[src/rtl/conv_frame_ctrl.sv]
// Streaming frame controller for strided KxK convolution over IMG_W x IMG_H frames.
// Optional macro CONV_FRAME_FLAGS_EN adds eol_o/eof_o end-of-row/end-of-frame flags.

module conv_core #(
  parameter int N          = 8,
  parameter int DATA_WIDTH = 16,
  parameter int Q          = 5,
  parameter int K_SIZE     = 3
) (
  input  logic                         clk,
  input  logic                         rst,
  input  logic                         en,
  input  logic signed [DATA_WIDTH-1:0] pix,
  output logic signed [DATA_WIDTH-1:0] res
);
  // Unity box kernel in Q format; history spans K-1 full lines plus K-1 pixels.
  localparam int DEPTH = (K_SIZE - 1) * N + K_SIZE - 1;
  localparam int AW    = 2 * DATA_WIDTH + 8;
  localparam logic signed [AW-1:0] COEF = AW'(2 ** Q);

  logic signed [DATA_WIDTH-1:0] hist [DEPTH];
  logic signed [DATA_WIDTH-1:0] line [DEPTH+1];
  logic signed [AW-1:0]         acc;
  logic signed [AW-1:0]         scaled;

  always_comb begin
    line[0] = pix;
    for (int i = 0; i < DEPTH; i++) line[i+1] = hist[i];
  end

  always_comb begin
    acc = '0;
    for (int r = 0; r < K_SIZE; r++)
      for (int c = 0; c < K_SIZE; c++)
        acc = acc + AW'(line[r*N + c]) * COEF;
  end

  assign scaled = acc >>> Q;

  always_ff @(posedge clk) begin
    if (rst) begin
      for (int i = 0; i < DEPTH; i++) hist[i] <= '0;
      res <= '0;
    end else if (en) begin
      hist[0] <= pix;
      for (int i = 1; i < DEPTH; i++) hist[i] <= hist[i-1];
      res <= scaled[DATA_WIDTH-1:0];
    end
  end
endmodule

// state | meaning
// IDLE  | waiting for start_i
// RUN   | accepting pixels, tracking position and stride phase
// DONE  | one-cycle done_o pulse, then back to IDLE
module conv_frame_ctrl #(
  parameter int IMG_W      = 8,
  parameter int IMG_H      = 8,
  parameter int DATA_WIDTH = 16,
  parameter int Q          = 5,
  parameter int K_SIZE     = 3,
  parameter int STRIDE     = 1,
  parameter int CW         = 16
) (
  input  logic                  clk,
  input  logic                  rst,
  input  logic                  start_i,
  input  logic [DATA_WIDTH-1:0] data_i,
  input  logic                  valid_i,
  output logic                  ready_o,
  output logic [DATA_WIDTH-1:0] data_o,
  output logic                  valid_o,
  output logic [CW-1:0]         out_col_o,
  output logic [CW-1:0]         out_row_o,
  output logic                  busy_o,
  output logic                  done_o,
  output logic                  err_o
`ifdef CONV_FRAME_FLAGS_EN
  ,
  output logic                  eol_o,
  output logic                  eof_o
`endif
);
  localparam logic [CW-1:0] KM1      = CW'(K_SIZE - 1);
  localparam logic [CW-1:0] SM1      = CW'(STRIDE - 1);
  localparam logic [CW-1:0] LAST_COL = CW'(IMG_W - 1);
  localparam logic [CW-1:0] LAST_ROW = CW'(IMG_H - 1);
`ifdef CONV_FRAME_FLAGS_EN
  localparam logic [CW-1:0] OW_M1 = CW'((IMG_W - K_SIZE) / STRIDE);
  localparam logic [CW-1:0] OH_M1 = CW'((IMG_H - K_SIZE) / STRIDE);
`endif

  typedef enum logic [1:0] {IDLE, RUN, DONE} state_t;
  state_t state;

  logic [CW-1:0] col, row, col_ph, row_ph, ocol, orow;
  logic accept, row_hit, col_hit, hit;

  assign accept  = valid_i & ready_o;
  assign row_hit = (row >= KM1) && (row_ph == '0);
  assign col_hit = (col >= KM1) && (col_ph == '0);
  assign hit     = row_hit & col_hit;

  // Phase restarts at the first window-aligned position and then cycles with the stride.
  function automatic logic [CW-1:0] next_ph(input logic [CW-1:0] pos_next, input logic [CW-1:0] ph);
    if (pos_next == KM1) return '0;
    else if (ph == '0)   return SM1;
    else                 return ph - CW'(1);
  endfunction

  always_ff @(posedge clk) begin
    if (rst) begin
      state     <= IDLE;
      col       <= '0;
      row       <= '0;
      col_ph    <= '0;
      row_ph    <= '0;
      ocol      <= '0;
      orow      <= '0;
      ready_o   <= 1'b0;
      valid_o   <= 1'b0;
      out_col_o <= '0;
      out_row_o <= '0;
      busy_o    <= 1'b0;
      done_o    <= 1'b0;
      err_o     <= 1'b0;
`ifdef CONV_FRAME_FLAGS_EN
      eol_o     <= 1'b0;
      eof_o     <= 1'b0;
`endif
    end else begin
      valid_o <= 1'b0;
`ifdef CONV_FRAME_FLAGS_EN
      eol_o   <= 1'b0;
      eof_o   <= 1'b0;
`endif
      if (start_i && state != IDLE) err_o <= 1'b1;
      case (state)
        IDLE: if (start_i) begin
          state   <= RUN;
          ready_o <= 1'b1;
          busy_o  <= 1'b1;
          col     <= '0;
          row     <= '0;
          col_ph  <= '0;
          row_ph  <= '0;
          ocol    <= '0;
          orow    <= '0;
        end
        RUN: if (accept) begin
          if (hit) begin
            valid_o   <= 1'b1;
            out_col_o <= ocol;
            out_row_o <= orow;
            ocol      <= ocol + CW'(1);
`ifdef CONV_FRAME_FLAGS_EN
            eol_o     <= (ocol == OW_M1);
            eof_o     <= (ocol == OW_M1) && (orow == OH_M1);
`endif
          end
          if (col == LAST_COL) begin
            col    <= '0;
            col_ph <= '0;
            ocol   <= '0;
            row    <= row + CW'(1);
            row_ph <= next_ph(row + CW'(1), row_ph);
            if (row_hit) orow <= orow + CW'(1);
            if (row == LAST_ROW) begin
              state   <= DONE;
              ready_o <= 1'b0;
              busy_o  <= 1'b0;
              done_o  <= 1'b1;
            end
          end else begin
            col    <= col + CW'(1);
            col_ph <= next_ph(col + CW'(1), col_ph);
          end
        end
        DONE: begin
          done_o <= 1'b0;
          state  <= IDLE;
        end
        default: state <= IDLE;
      endcase
    end
  end

  conv_core #(
    .N(IMG_W), .DATA_WIDTH(DATA_WIDTH), .Q(Q), .K_SIZE(K_SIZE)
  ) u_conv (
    .clk(clk),
    .rst(rst),
    .en(accept),
    .pix(data_i),
    .res(data_o)
  );
endmodule

[config.mk]
export PLATFORM = sky130hd
export DESIGN_NAME = conv_frame_ctrl
export DESIGN_NICKNAME = d
export VERILOG_FILES = /design/src/rtl/conv_frame_ctrl.sv
export SDC_FILE = /design/constraint.sdc
export NUM_CORES = 1
export LEC_CHECK = 0
export BUFFER_PORTS_ARGS = -buffer_cell sky130_fd_sc_hd__buf_4
export CORE_MARGIN = 8
export CORE_UTILIZATION = 50
export CTS_CLUSTER_DIAMETER = 150
export DETAILED_ROUTE_END_ITERATION = 7
export GPL_ROUTABILITY_DRIVEN = 0
export GPL_TIMING_DRIVEN = 0
export PLACE_DENSITY_LB_ADDON = 0.12
export SLEW_MARGIN = 20
export SYNTH_ARGS = -nofsm -noshare
export SYNTH_HDL_FRONTEND = slang
export SYNTH_HIERARCHICAL = 1
export SYNTH_SLANG_ARGS = --single-unit
[constraint.sdc]
create_clock -name clk -period 9.44 [get_ports clk]
set_clock_uncertainty 0.1 [all_clocks]
set_input_delay 0.472 -clock clk [delete_from_list [all_inputs] [get_ports clk]]
set_output_delay 0.472 -clock clk [all_outputs]
set_load 0.01 [all_outputs]
Word-level counts from Yosys, hierarchy flattened
Memories as Yosys holds them, arrays and structs flattened.
Index checks and enable logic that the tools add are counted.
Word-level totals
  input bits: 20
  bits in writable memories: 288
  logic and storage cells: 146
  register bits after elaboration: 150
  output and inout bits: 53
  memories kept: 1
Operators by class
  multiplexer cells: 63
  bitwise logic cells: 22
  equal/unequal tests: 12
  reduce and logical (&&, ||, !) cells: 18
  order comparisons: 2
  $add $sub $neg: 14
Memories
  u_conv.hist: depth 18, bits a word 16, read ports 18, clocked after memory_dff 0, write ports 18, line 21  | logic signed [DATA_WIDTH-1:0] hist [DEPTH];
Operator list (count)
  2-to-1 mux 16 bit: 37
  one-hot mux 16 bit (2 select lines): 6
  adder 21 bit: 8
  adder 16 x 1 -> 16 bit (second input constant): 4
  == test 16 x 2 -> 1 bit (second input constant): 2
  == test 16 x 3 -> 1 bit (second input constant): 2
  greater-or-equal comparator 16 x 2 -> 1 bit (second input constant): 2
  logical NOT 16 bit: 2
  subtractor 16 x 1 -> 16 bit (second input constant): 2
  bitwise OR 1 bit: 18
  AND reduction 4 bit: 4
  2-to-1 mux 1 bit: 13
  != test 2 bit (second input constant): 5
  AND reduction 5 bit: 2
  2-to-1 mux 2 bit: 4
  AND reduction 3 bit: 2
  nonzero test 2 bit: 3
  one-hot mux 1 bit (2 select lines): 2
  one-hot mux 2 bit (2 select lines): 1
  logical AND 1 bit: 3
  != test 3 bit (second input constant): 1
  OR reduction 3 bit: 1
  AND 1 bit: 2
  == test 2 x 1 -> 1 bit (second input constant): 1
  3 further kinds: 4

Depth between registers and ports, before layout
Gate-level depths: netlist (run 1).
  depth after elaboration: 8
  mapped depth: 17
  depth with buffers taken out: 17

Cells and area by module
Netlist (run 1), hierarchy kept.
Modules (own cells, without submodules)
  conv_core: area an instance 14382.5 um^2, times used 1, cells an instance 1017, seq. area each 8968.6 um^2
  conv_frame_ctrl: area an instance 6737.7 um^2, times used 1, cells an instance 862, seq. area each 2682.6 um^2

Least setup slack after synthesis (run 1)
Ideal clock, no wire load.
  path type: input -> register
  from: input port valid_i
  to: memory u_conv.hist[0][0] (enable)
  library setup time: 638 ps
  data required time: 8702 ps
  buffers on the path: 1
  cell stages on the path: 4
  slack: 2255 ps
  data arrival time: 6446 ps
  path through: and2_1 > buf_6 > nor2_1 > inv_1
RTL lines
  start, declared: line 69  | input logic valid_i,
  end, declared: line 21

==> impl_metrics.tcl, run 1 <==
set metrics [dict create \
    ctsHoldBuffers 0 \
    crit_end "u_conv/res[14]$_SDFFE_PP0P_" \
    rows 75 \
    dr_total_vias 14199 \
    port_buffers 72 \
    setup_viol 0 \
    grt_pass1_wl_mm 77.6 \
    clk_pin_slew_ns 0.06 \
    synth_edf_count 288 \
    synth_mux_area_frac 0.00527 \
    async_flop_share 0 \
    worstPathMaxFanout 5 \
    grt.busiest_layer "met2" \
    core_mm2 0.0419 \
    first_iter_violations 1163 \
    endpoint_kind "flop" \
    slew_violations 0 \
    cap_viol_max_count 0 \
    synth_xor_area_frac 0.0257 \
    hold_viol 0 \
    worst_pin_slew_ns 1.01 \
    finalNetCount 2151 \
    synth_most_common_cell "edfxtp_1" \
    status "finished, final reports clean" \
    hold_ws_ns 0.0962 \
    synthCells 1879 \
    rr_endpoint "u_conv/res[14]$_SDFFE_PP0P_" \
    p_per_area_mw_per_mm2 228 \
    cts_tree "done" \
    ff2ff_setup_slack_ns 4.85 \
    synthTopCellsByArea "edfxtp_1, dfxtp_1, fa_1" \
    fin_crit_ns 4.59 \
    post_cts_buffers 0 \
    synth_compound_area_frac 0.0681 \
    synthesis.nets 2028 \
    synth_adder_area_share 0.112 \
    grt.met3_usage 0.0411 \
    grtUsageTotal 0.198 \
    clock_path_buffers 3 \
    synth_top_family_by_area "simple AND/OR/NAND/NOR gates" \
    viasPerCell 5.50 \
    routed_wl_mm 48.7 \
    h-tree-depth 2 \
    start_util 0.505 \
    chipWidth_um 222 \
    min_path_type "input pin to flop" \
    yosys-top-cells-count "edfxtp_1, and3_1, inv_1, dfxtp_1, nand2_1" \
    wl_per_cell_um 18.9 \
    fin_crit_sh 0.486 \
    synth.distinct_cells 71 \
    syn_to_final_growth_pct 13.7 \
    dieArea_mm2 0.0491 \
    timing.fmax_mhz 218 \
    antenna_found_initial 0 \
    drc 0 \
    drive_gt1_frac 0.0838 \
    dr.pass1.iters 5 \
    antenna_left 0 \
    fin_util 0.574 \
    worstRegToRegCells 17 \
    postSynthAreaPerCell_um2 11.2 \
    grt_use_met2 0.315 \
    reg2reg_from "u_conv/hist[0][18]$_SDFFCE_PN0P_" \
    leakagePower_nw 10.4 \
    grt_max_degree 99 \
    syn_area_mm2 0.0211 \
    dp_slack_ns 4.57 \
    cts_sinks 438 \
    critPathLaunchType "flop" \
    finalWorstSetupSlack_ns 4.85 \
    ys_warn_count 6 \
    grt_pass1_vias 14126 \
    grtUsageMet1 0.267 \
    critical_path_class "flop to flop" \
    peakVddDrop_mv 0.156 \
    root_buffer "clkbuf_16" \
    hpwl_mm 36.0 \
    synth_flop_cell "edfxtp_1" \
    yosys.area.top_type "edfxtp_1" \
    fin_tns_setup_ns 0 \
    ys_seq_area_frac 0.552 \
    synth_top_cell_area_share 0.409 \
    io-pin-count 73 \
    die_h_um 222 \
    crit_required_ns 9.84 \
    ys_ff_latch 438 \
    clk_latency_ns 0.59 \
    synthSimpleGateAreaFrac 0.188 \
    gr-total-overflow 0 \
    rsz0062_at_grt "false" \
    cts-buffers-inserted 47 \
    slew_headroom 0.324 \
    antennaDiodeCount 0 \
    arrival_ns 4.99 \
    critical_path.startpoint "u_conv/hist[0][18]$_SDFFCE_PN0P_" \
    ctsResizeCount 0 \
]
through the flow:
| step | area (µm²) | power, mW | cells |
|---|---|---|---|
| 3_3_place_gp | 22300 | 3.62 | 2490 |
| 5_1_grt | 24000 | 5.81 | 2580 |
| 3_5_place_dp | 22400 | 3.62 | 2492 |
| 2_1_floorplan | 21100 | 3.25 | 1879 |
| 6_report | 24000 | 5.47 | 2580 |
| 4_1_cts | 24000 | 5.54 | 2580 |
worst min-delay path by stage:
stage / from / endpoint / slack, ns / depth (start not counted)
after floorplan: row_ph[5]$_SDFFE_PP0P_ / row_ph[5]$_SDFFE_PP0P_ / 0.33 / 1
after global placement: out_row_o[2]$_SDFFE_PP0P_ / out_row_o[2]$_SDFFE_PP0P_ / 0.35 / 2
after detailed placement: u_conv/res[11]$_SDFFE_PP0P_ / u_conv/res[11]$_SDFFE_PP0P_ / 0.35 / 2
after CTS: start_i / err_o$_SDFFE_PP0P_ / 0.06 / 3
after global routing: start_i / err_o$_SDFFE_PP0P_ / 0.06 / 3
final: start_i / err_o$_SDFFE_PP0P_ / 0.1 / 3
flip-flops by register name, indices dropped and copies added, names as in the netlist:
| signal | cells |
|---|---|
| done_o | 1 |
| u_conv/hist | 288 |
| row | 16 |
| out_row_o | 16 |
| busy_o | 1 |
| row_ph | 16 |
| col | 16 |
| ocol | 16 |
| err_o | 1 |
| col_ph | 16 |
| out_col_o | 16 |
| valid_o | 1 |
| state | 2 |
| u_conv/res | 16 |
| orow | 16 |
metal layers:
layer  vias to the layer above  wire (µm)
met2                       343      22400
li1                       6873          -
met4                         0       1600
met1                      6882      21900
met3                       101       2860
met5                         -          0
where the power goes:
group	switching [mW]	internal, mW
registers	0.0588	2.14
logic	0.799	0.581
clock network	0.784	1.11
critical path, stage by stage, from the launching register on:
cell      delay (ns)
edfxtp_1        0.33
inv_1           0.08
fa_1            0.51
inv_1           0.08
fa_1            0.50
fa_1            0.54
inv_1           0.05
fa_1            0.46
inv_1           0.07
ha_1            0.20
inv_1           0.07
fa_1            0.40
nor2b_1         0.17
o21ai_2         0.08
a21boi_2        0.27
o211ai_1        0.18
and3_1          0.19
o31ai_1         0.20
layout by cell type, fill, tap and decap left out, types with 28 or more instances in the layout:
cell | Yosys | layout
inv_1 | 156 | 155
nor2_1 | 119 | 119
nand2_1 | 146 | 146
nand3_1 | 34 | 34
nand4_1 | 28 | 28
a21oi_1 | 81 | 81
dfxtp_1 | 150 | 150
clkbuf_1 | 107 | 113
and3_1 | 269 | 269
nor3_1 | 31 | 31
buf_4 | 1 | 73
xnor2_1 | 38 | 38
clkbuf_16 | 0 | 49
o21ai_0 | 54 | 54
ha_1 | 28 | 28
fa_1 | 101 | 101
edfxtp_1 | 288 | 288
final cells by class:
type / instances / area [µm²]
buffer: 115 / 447
multi-input combinational: 1170 / 8440
sequential: 438 / 11700
fill: 3551 / 17800
clock inverter: 31 / 330
tap: 539 / 674
clock buffer: 57 / 1280
inverter: 156 / 593
timing repair buffer: 74 / 596
cells by family (layout without fill, tap and decap cells):
family / after synthesis / count (layout)
buf+inv: 271 / 433
simple gates: 740 / 740
xor+xnor: 62 / 62
compound gates: 228 / 228
fa+ha+maj: 129 / 129
flops: 438 / 438
mux: 11 / 11
No activity file was read; power rests on OpenSTA's default activity.
==> run 2, diff against run 1 <==
==> constraint.sdc (replaced) <==
create_clock -name clk -period 4.04 [get_ports clk]
set_clock_uncertainty 0.1 [all_clocks]
set_input_delay 0.202 -clock clk [delete_from_list [all_inputs] [get_ports clk]]
set_output_delay 0.202 -clock clk [all_outputs]
set_load 0.01 [all_outputs]
==> run 2 against run 1 <==
Against the previous run: the run now ends with negative setup slack left; sequential power rose by 130%; flip-flop and latch count unchanged; non-clock buffer count rose by 39; critical path type unchanged; largest power group unchanged.
==> impl_metrics.tcl, run 2 (same netlist as run 1, synthesis figures left out) <==
set metrics [dict create \
    clock_path_buffers 3 \
    min_from "valid_i" \
    routed_wl_mm 49.2 \
    finalWorstSetupSlack_ns -0.303 \
    crit_required_ns 4.41 \
    peakVddDrop_mv 0.357 \
    root_buffer "clkbuf_16" \
    cp_slowest_stage_delay_ns 0.58 \
    cap_viol_max_count 0 \
    drc 0 \
    syn_to_final_growth_pct 17.1 \
    worstPathMaxFanout 4 \
    grt_max_degree 38 \
    min_path_type "input pin to flop" \
    viasPerCell 5.51 \
    cpMostUsedCell "fa_1" \
    dieArea_mm2 0.0491 \
    cp_slowest_cell "fa_1" \
    critical_path_class "flop to flop" \
    slew_headroom 0.422 \
    grt_pass1_wl_mm 79.1 \
    crit_family "adder cells" \
    h-tree-depth 2 \
    wl_per_cell_um 18.8 \
    rows 75 \
    layout_commonest_cell "edfxtp_1" \
    die_h_um 222 \
    reg2reg_from "u_conv/hist[0][130]$_SDFFCE_PN0P_" \
    whs_path_depth 4 \
    clk_pin_slew_ns 0.06 \
    antenna_found_initial 0 \
    grt_pass1_vias 14520 \
    drive_gt1_frac 0.118 \
    regMostFlops "u_conv/hist" \
    cp_num_buf_inv 3 \
    setup_viol 10 \
    worstRegToRegCells 15 \
    cts_tree "done" \
    antenna_left 0 \
    slew_violations 0 \
    first_iter_violations 1141 \
    worstPathCellList "fa_1, fa_1, fa_1, inv_1, fa_1, inv_2, ha_4, inv_2, fa_2, nor2b_2, o21ai_2, a21boi_4, o211a_1, or3_1, a32o_1" \
    status "complete, but fails checks" \
    mostFrequentLayoutCells "edfxtp_1, and3_1, dfxtp_1" \
    finalNetCount 2191 \
    worst_pin_slew_ns 0.867 \
    core_mm2 0.0419 \
    cts-buffers-inserted 48 \
    worst_hold_path.endpoint "state[0]$_SDFFE_PP0P_" \
    dp_slack_ns -0.570 \
    antennaDiodeCount 0 \
    rr_endpoint "u_conv/res[10]$_SDFFE_PP0P_" \
    rsz0062_at_grt "true" \
    dr_total_vias 14434 \
    fin_tns_setup_ns -2.03 \
    critPathLaunchType "flop" \
    violations "negative setup slack" \
    multi_input_area_mm2 0.00870 \
    gr-total-overflow 0 \
    cts_sinks 438 \
    n_fill_cell 3473 \
    timing.fmax_mhz 230 \
    grtUsageTotal 0.200 \
    port_buffers 72 \
    chipWidth_um 222 \
    clk_latency_ns 0.58 \
    fin_crit_sh 1.08 \
    arrival_ns 4.71 \
    hpwl_mm 36.4 \
    io-pin-count 73 \
    p_per_area_mw_per_mm2 571 \
    hold_viol 0 \
    fin_crit_ns 4.34 \
    start_util 0.505 \
    endpoint_kind "flop" \
    largest_register_ffs 288 \
    ff2ff_setup_slack_ns -0.30 \
    leakagePower_nw 10.6 \
    seq_area_mm2 0.0117 \
    dr.pass1.iters 8 \
]
## run 2: changes by cell type in the layout (fill, tap and decap cells not counted), sizes merged
cell and change:
clkbuf +12, inv -3, buf +21, dlygate4sd3 +18, clkinv -7, clkinvlp +1
bufinv -1
## run 2: report_power, final
group          switching, mW  internal (mW)
clock network           1.77           2.65
logic                   2.44           2.14
registers              0.129           5.00
total                   4.33           9.79
## run 2: layer usage
| metal | global-route usage | share of wire | up-vias |
|---|---|---|---|
| li1 | - | - | 6931 |
| met4 | 0.0597 | 0.023 | 0 |
| met5 | 0 | 0 | - |
| met1 | 0.288 | 0.47 | 7060 |
| met3 | 0.0362 | 0.060 | 69 |
| met2 | 0.306 | 0.44 | 374 |
## run 2: per-stage QoR
| step | utilization | power (mW) | hold WS, ns | cell area [µm²] | instances |
|---|---|---|---|---|---|
| 4_1_cts | 0.590 | 14.1 | 0.0561 | 24700 | 2620 |
| 3_5_place_dp | 0.540 | 8.74 | 0.350 | 22600 | 2499 |
| 5_1_grt | 0.591 | 14.9 | 0.0900 | 24700 | 2621 |
| 6_report | 0.591 | 14.1 | 0.0887 | 24700 | 2621 |
| 2_1_floorplan | - | 7.70 | 0.263 | 21200 | 1879 |
| 3_3_place_gp | 0.535 | 8.66 | 0.340 | 22400 | 2490 |
## run 2: tightest hold or removal path, cell delays in order
cell and delay (ns):
buf_4 0.13, nand3_1 0.14, nor3_1 0.07, nor4_1 0.15
## run 2: final cells by class
type | instances | share of cell area
repair buffers | 113 | 0.0427
multi-input cells | 1170 | 0.352
clock buffers | 69 | 0.0563
flip-flops and latches | 438 | 0.471
plain buffers | 115 | 0.0181
clock inverters | 21 | 0.00870
well taps | 539 | 0.0273
inverters | 156 | 0.0238
## run 2: what timing repair did
item                                    in CTS  in global routing
hold buffers                                18                  0
endpoints found under the hold margin       20                  0
endpoints found under the setup margin      10                 12
pin swaps                                   66                  9
setup buffers                               13                  1
gates resized for setup                     50                 10
## run 2: how the worst max path moves through the flow
stage,from,end,cells after the start
5_1_grt,u_conv/hist[0][130]$_SDFFCE_PN0P_,u_conv/res[10]$_SDFFE_PP0P_,15
6_report,u_conv/hist[0][130]$_SDFFCE_PN0P_,u_conv/res[10]$_SDFFE_PP0P_,15
2_1_floorplan,busy_o$_SDFFE_PP0P_,u_conv/hist[0][0]$_SDFFCE_PN0P_,4
4_1_cts,u_conv/hist[0][130]$_SDFFCE_PN0P_,u_conv/res[10]$_SDFFE_PP0P_,15
3_3_place_gp,valid_i,u_conv/hist[0][240]$_SDFFCE_PN0P_,5
3_5_place_dp,data_i[6],u_conv/res[15]$_SDFFE_PP0P_,15
==> run 3, diff against run 2 <==
--- a/config.mk
+++ b/config.mk
@@ -12,7 +12,7 @@
 export DETAILED_ROUTE_END_ITERATION = 7
 export GPL_ROUTABILITY_DRIVEN = 0
 export GPL_TIMING_DRIVEN = 0
-export PLACE_DENSITY_LB_ADDON = 0.12
+export PLACE_DENSITY = 0.69
 export SLEW_MARGIN = 20
 export SYNTH_ARGS = -nofsm -noshare
 export SYNTH_HDL_FRONTEND = slang
==> run 3 against run 2 <==
Against the previous run: the flow still finishes with violations (negative setup slack); design area is 0.39% lower; first-iteration DRC count increased by 29%; critical endpoint is now u_conv/res[11]$_SDFFE_PP0P_; largest power group unchanged; flip-flop and latch count unchanged; worst hold slack improved by 0.0035 ns; routed wire length is 2.1% lower; largest cell class unchanged; non-clock buffer count is 2 higher; sequential share of layout area increased by 0.18 points.
==> impl_metrics.tcl, run 3 (same netlist as run 1, synthesis figures left out) <==
set metrics [dict create \
    root_buffer "clkbuf_16" \
    viasPerCell 5.54 \
    critical_path_class "flop to flop" \
    routed_wl_mm 48.2 \
    wl_per_cell_um 18.4 \
    routed-wl-met2_mm 22.5 \
    core_mm2 0.0419 \
    port_buffers 72 \
    hold_ws_ns 0.0922 \
    leakagePower_nw 10.6 \
    cp_slowest_cell "fa_2" \
    cp_slowest_stage_delay_ns 0.62 \
    violations "negative setup slack" \
    peakVddDrop_mv 0.389 \
    fin_crit_ns 4.34 \
    first_iter_violations 1470 \
    drc 0 \
    worstPathCellList "fa_2, fa_1, fa_1, inv_1, fa_1, inv_2, ha_4, or4_4, o22ai_4, o21ba_4, xor2_1, o21ai_1" \
    hpwl_mm 34.9 \
    worstPathMaxFanout 4 \
    syn_to_final_growth_pct 16.6 \
    io-pin-count 73 \
    regMostFlops "u_conv/hist" \
    ff2ff_setup_slack_ns -0.30 \
    hold_viol 0 \
    drive_gt1_frac 0.114 \
    endpoint_kind "flop" \
    min_path_type "input pin to flop" \
    crit_family "adder cells" \
    dp.cells 2500 \
    finalNetCount 2193 \
    cap_viol_max_count 0 \
    start_util 0.505 \
    chipWidth_um 222 \
    reg2reg_from "u_conv/hist[0][246]$_SDFFCE_PN0P_" \
    antenna_left 0 \
    antenna_found_initial 1 \
    die_h_um 222 \
    rr_endpoint "u_conv/res[11]$_SDFFE_PP0P_" \
    grt_pass1_wl_mm 77.4 \
    routed-wl-met3_mm 2.44 \
    whs_path_depth 4 \
    min_from "valid_i" \
    grtUsageTotal 0.194 \
    dr_total_vias 14526 \
    fin_crit_sh 1.07 \
    layout_commonest_cell "edfxtp_1" \
    largest_register_ffs 288 \
    clk_latency_ns 0.58 \
    status "complete, but fails checks" \
    setup_viol 10 \
    timing.fmax_mhz 231 \
    cpMostUsedCell "fa_1" \
    cts_sinks 438 \
    cts-buffers-inserted 48 \
    arrival_ns 4.68 \
    routed.top_layer "met4" \
    p_per_area_mw_per_mm2 561 \
    h-tree-depth 2 \
    rows 75 \
    dieArea_mm2 0.0491 \
    worst_hold_path.endpoint "state[0]$_SDFFE_PP0P_" \
    gr-total-overflow 0 \
    wl_met1_mm 22.2 \
    rsz0062_at_grt "true" \
    stdcell_count 2623 \
    clock_path_buffers 3 \
    crit_required_ns 4.38 \
    slew_headroom 0.444 \
    mostFrequentLayoutCells "edfxtp_1, and3_1, dfxtp_1" \
    cts_tree "done" \
    finalWorstSetupSlack_ns -0.298 \
    cp_num_buf_inv 2 \
    grt_pass1_vias 14182 \
    critPathLaunchType "flop" \
    clk_pin_slew_ns 0.06 \
    power.total_mw 13.8 \
    worst_pin_slew_ns 0.831 \
    worstRegToRegCells 12 \
    slew_violations 0 \
    grt_max_degree 35 \
    dr.pass1.iters 5 \
]
run 3: cell types whose count changed in the layout (fill, tap and decap cells not counted), moves of 2 or more:
cell / delta
clkbuf_1: -3
buf_4: +3
ha_1: +2
fa_2: -2
o21ai_0: -2
clkinv_1: +5
o21ai_1: +3
clkbuf_8: -7
fa_1: +2
o21ai_2: -2
run 3: power by group:
part	internal [mW]	switching, mW
logic	2.02	2.38
registers	5.00	0.120
clock network	2.52	1.79
total	9.54	4.29
run 3: layout make-up:
class | instances | area [µm²]
Buffer | 115 | 447
Fill cell | 3409 | 17200
Inverter | 156 | 589
Multi-Input combinational cell | 1170 | 8660
Timing Repair Buffer | 115 | 1060
Tap cell | 539 | 674
Sequential cell | 438 | 11700
Clock buffer | 59 | 1280
Clock inverter | 30 | 262
Antenna cell | 1 | 2.50
run 3: per-layer routing:
layer  vias to the layer above  GRT usage
met1                      7193      0.273
met4                         0     0.0509
met5                         -          0
met2                       323      0.309
li1                       6948          -
met3                        62     0.0350
run 3: what timing repair did:
| action | 4_1_cts | 5_1_grt |
|---|---|---|
| hold buffers | 18 | 0 |
| endpoints found under the hold margin | 22 | 0 |
| pin swaps | 60 | 24 |
| buffers inserted | 12 | 3 |
| endpoints found under the setup margin | 10 | 12 |
| gates cloned | 0 | 0 |
| gates resized for setup | 39 | 16 |
run 3: worst max path at each step:
stage	start	to	slack [ns]	cells past startpoint
4_1_cts	u_conv/hist[0][242]$_SDFFCE_PN0P_	u_conv/res[10]$_SDFFE_PP0P_	-0.24	15
3_3_place_gp	valid_i	u_conv/hist[0][241]$_SDFFCE_PN0P_	-3.40	5
6_report	u_conv/hist[0][246]$_SDFFCE_PN0P_	u_conv/res[11]$_SDFFE_PP0P_	-0.30	12
3_5_place_dp	data_i[2]	u_conv/res[14]$_SDFFE_PP0P_	-0.51	18
2_1_floorplan	busy_o$_SDFFE_PP0P_	u_conv/hist[0][0]$_SDFFCE_PN0P_	-1.54	4
5_1_grt	u_conv/hist[0][242]$_SDFFCE_PN0P_	u_conv/res[10]$_SDFFE_PP0P_	-0.39	15
run 3: per-stage QoR:
stage               worst slack, ns  cell area, µm²  setup TNS (ns)   util
detailed placement           -0.510           22600           -3.89  0.540
global route                 -0.394           24600           -3.17  0.588
CTS                          -0.244           24500           -1.63  0.587
finish                       -0.298           24600           -1.95  0.589
global placement              -3.40           22400         -981.43  0.535
floorplan                     -1.54           21200         -444.36      -
run 3: worst register-to-register path: stages, from the launching register on:
cell and delay (ns):
edfxtp_1 0.47, fa_2 0.62, fa_1 0.43, fa_1 0.55, inv_1 0.05, fa_1 0.50, inv_2 0.05, ha_4 0.16
or4_4 0.55, o22ai_4 0.30, o21ba_4 0.18, xor2_1 0.16, o21ai_1 0.08
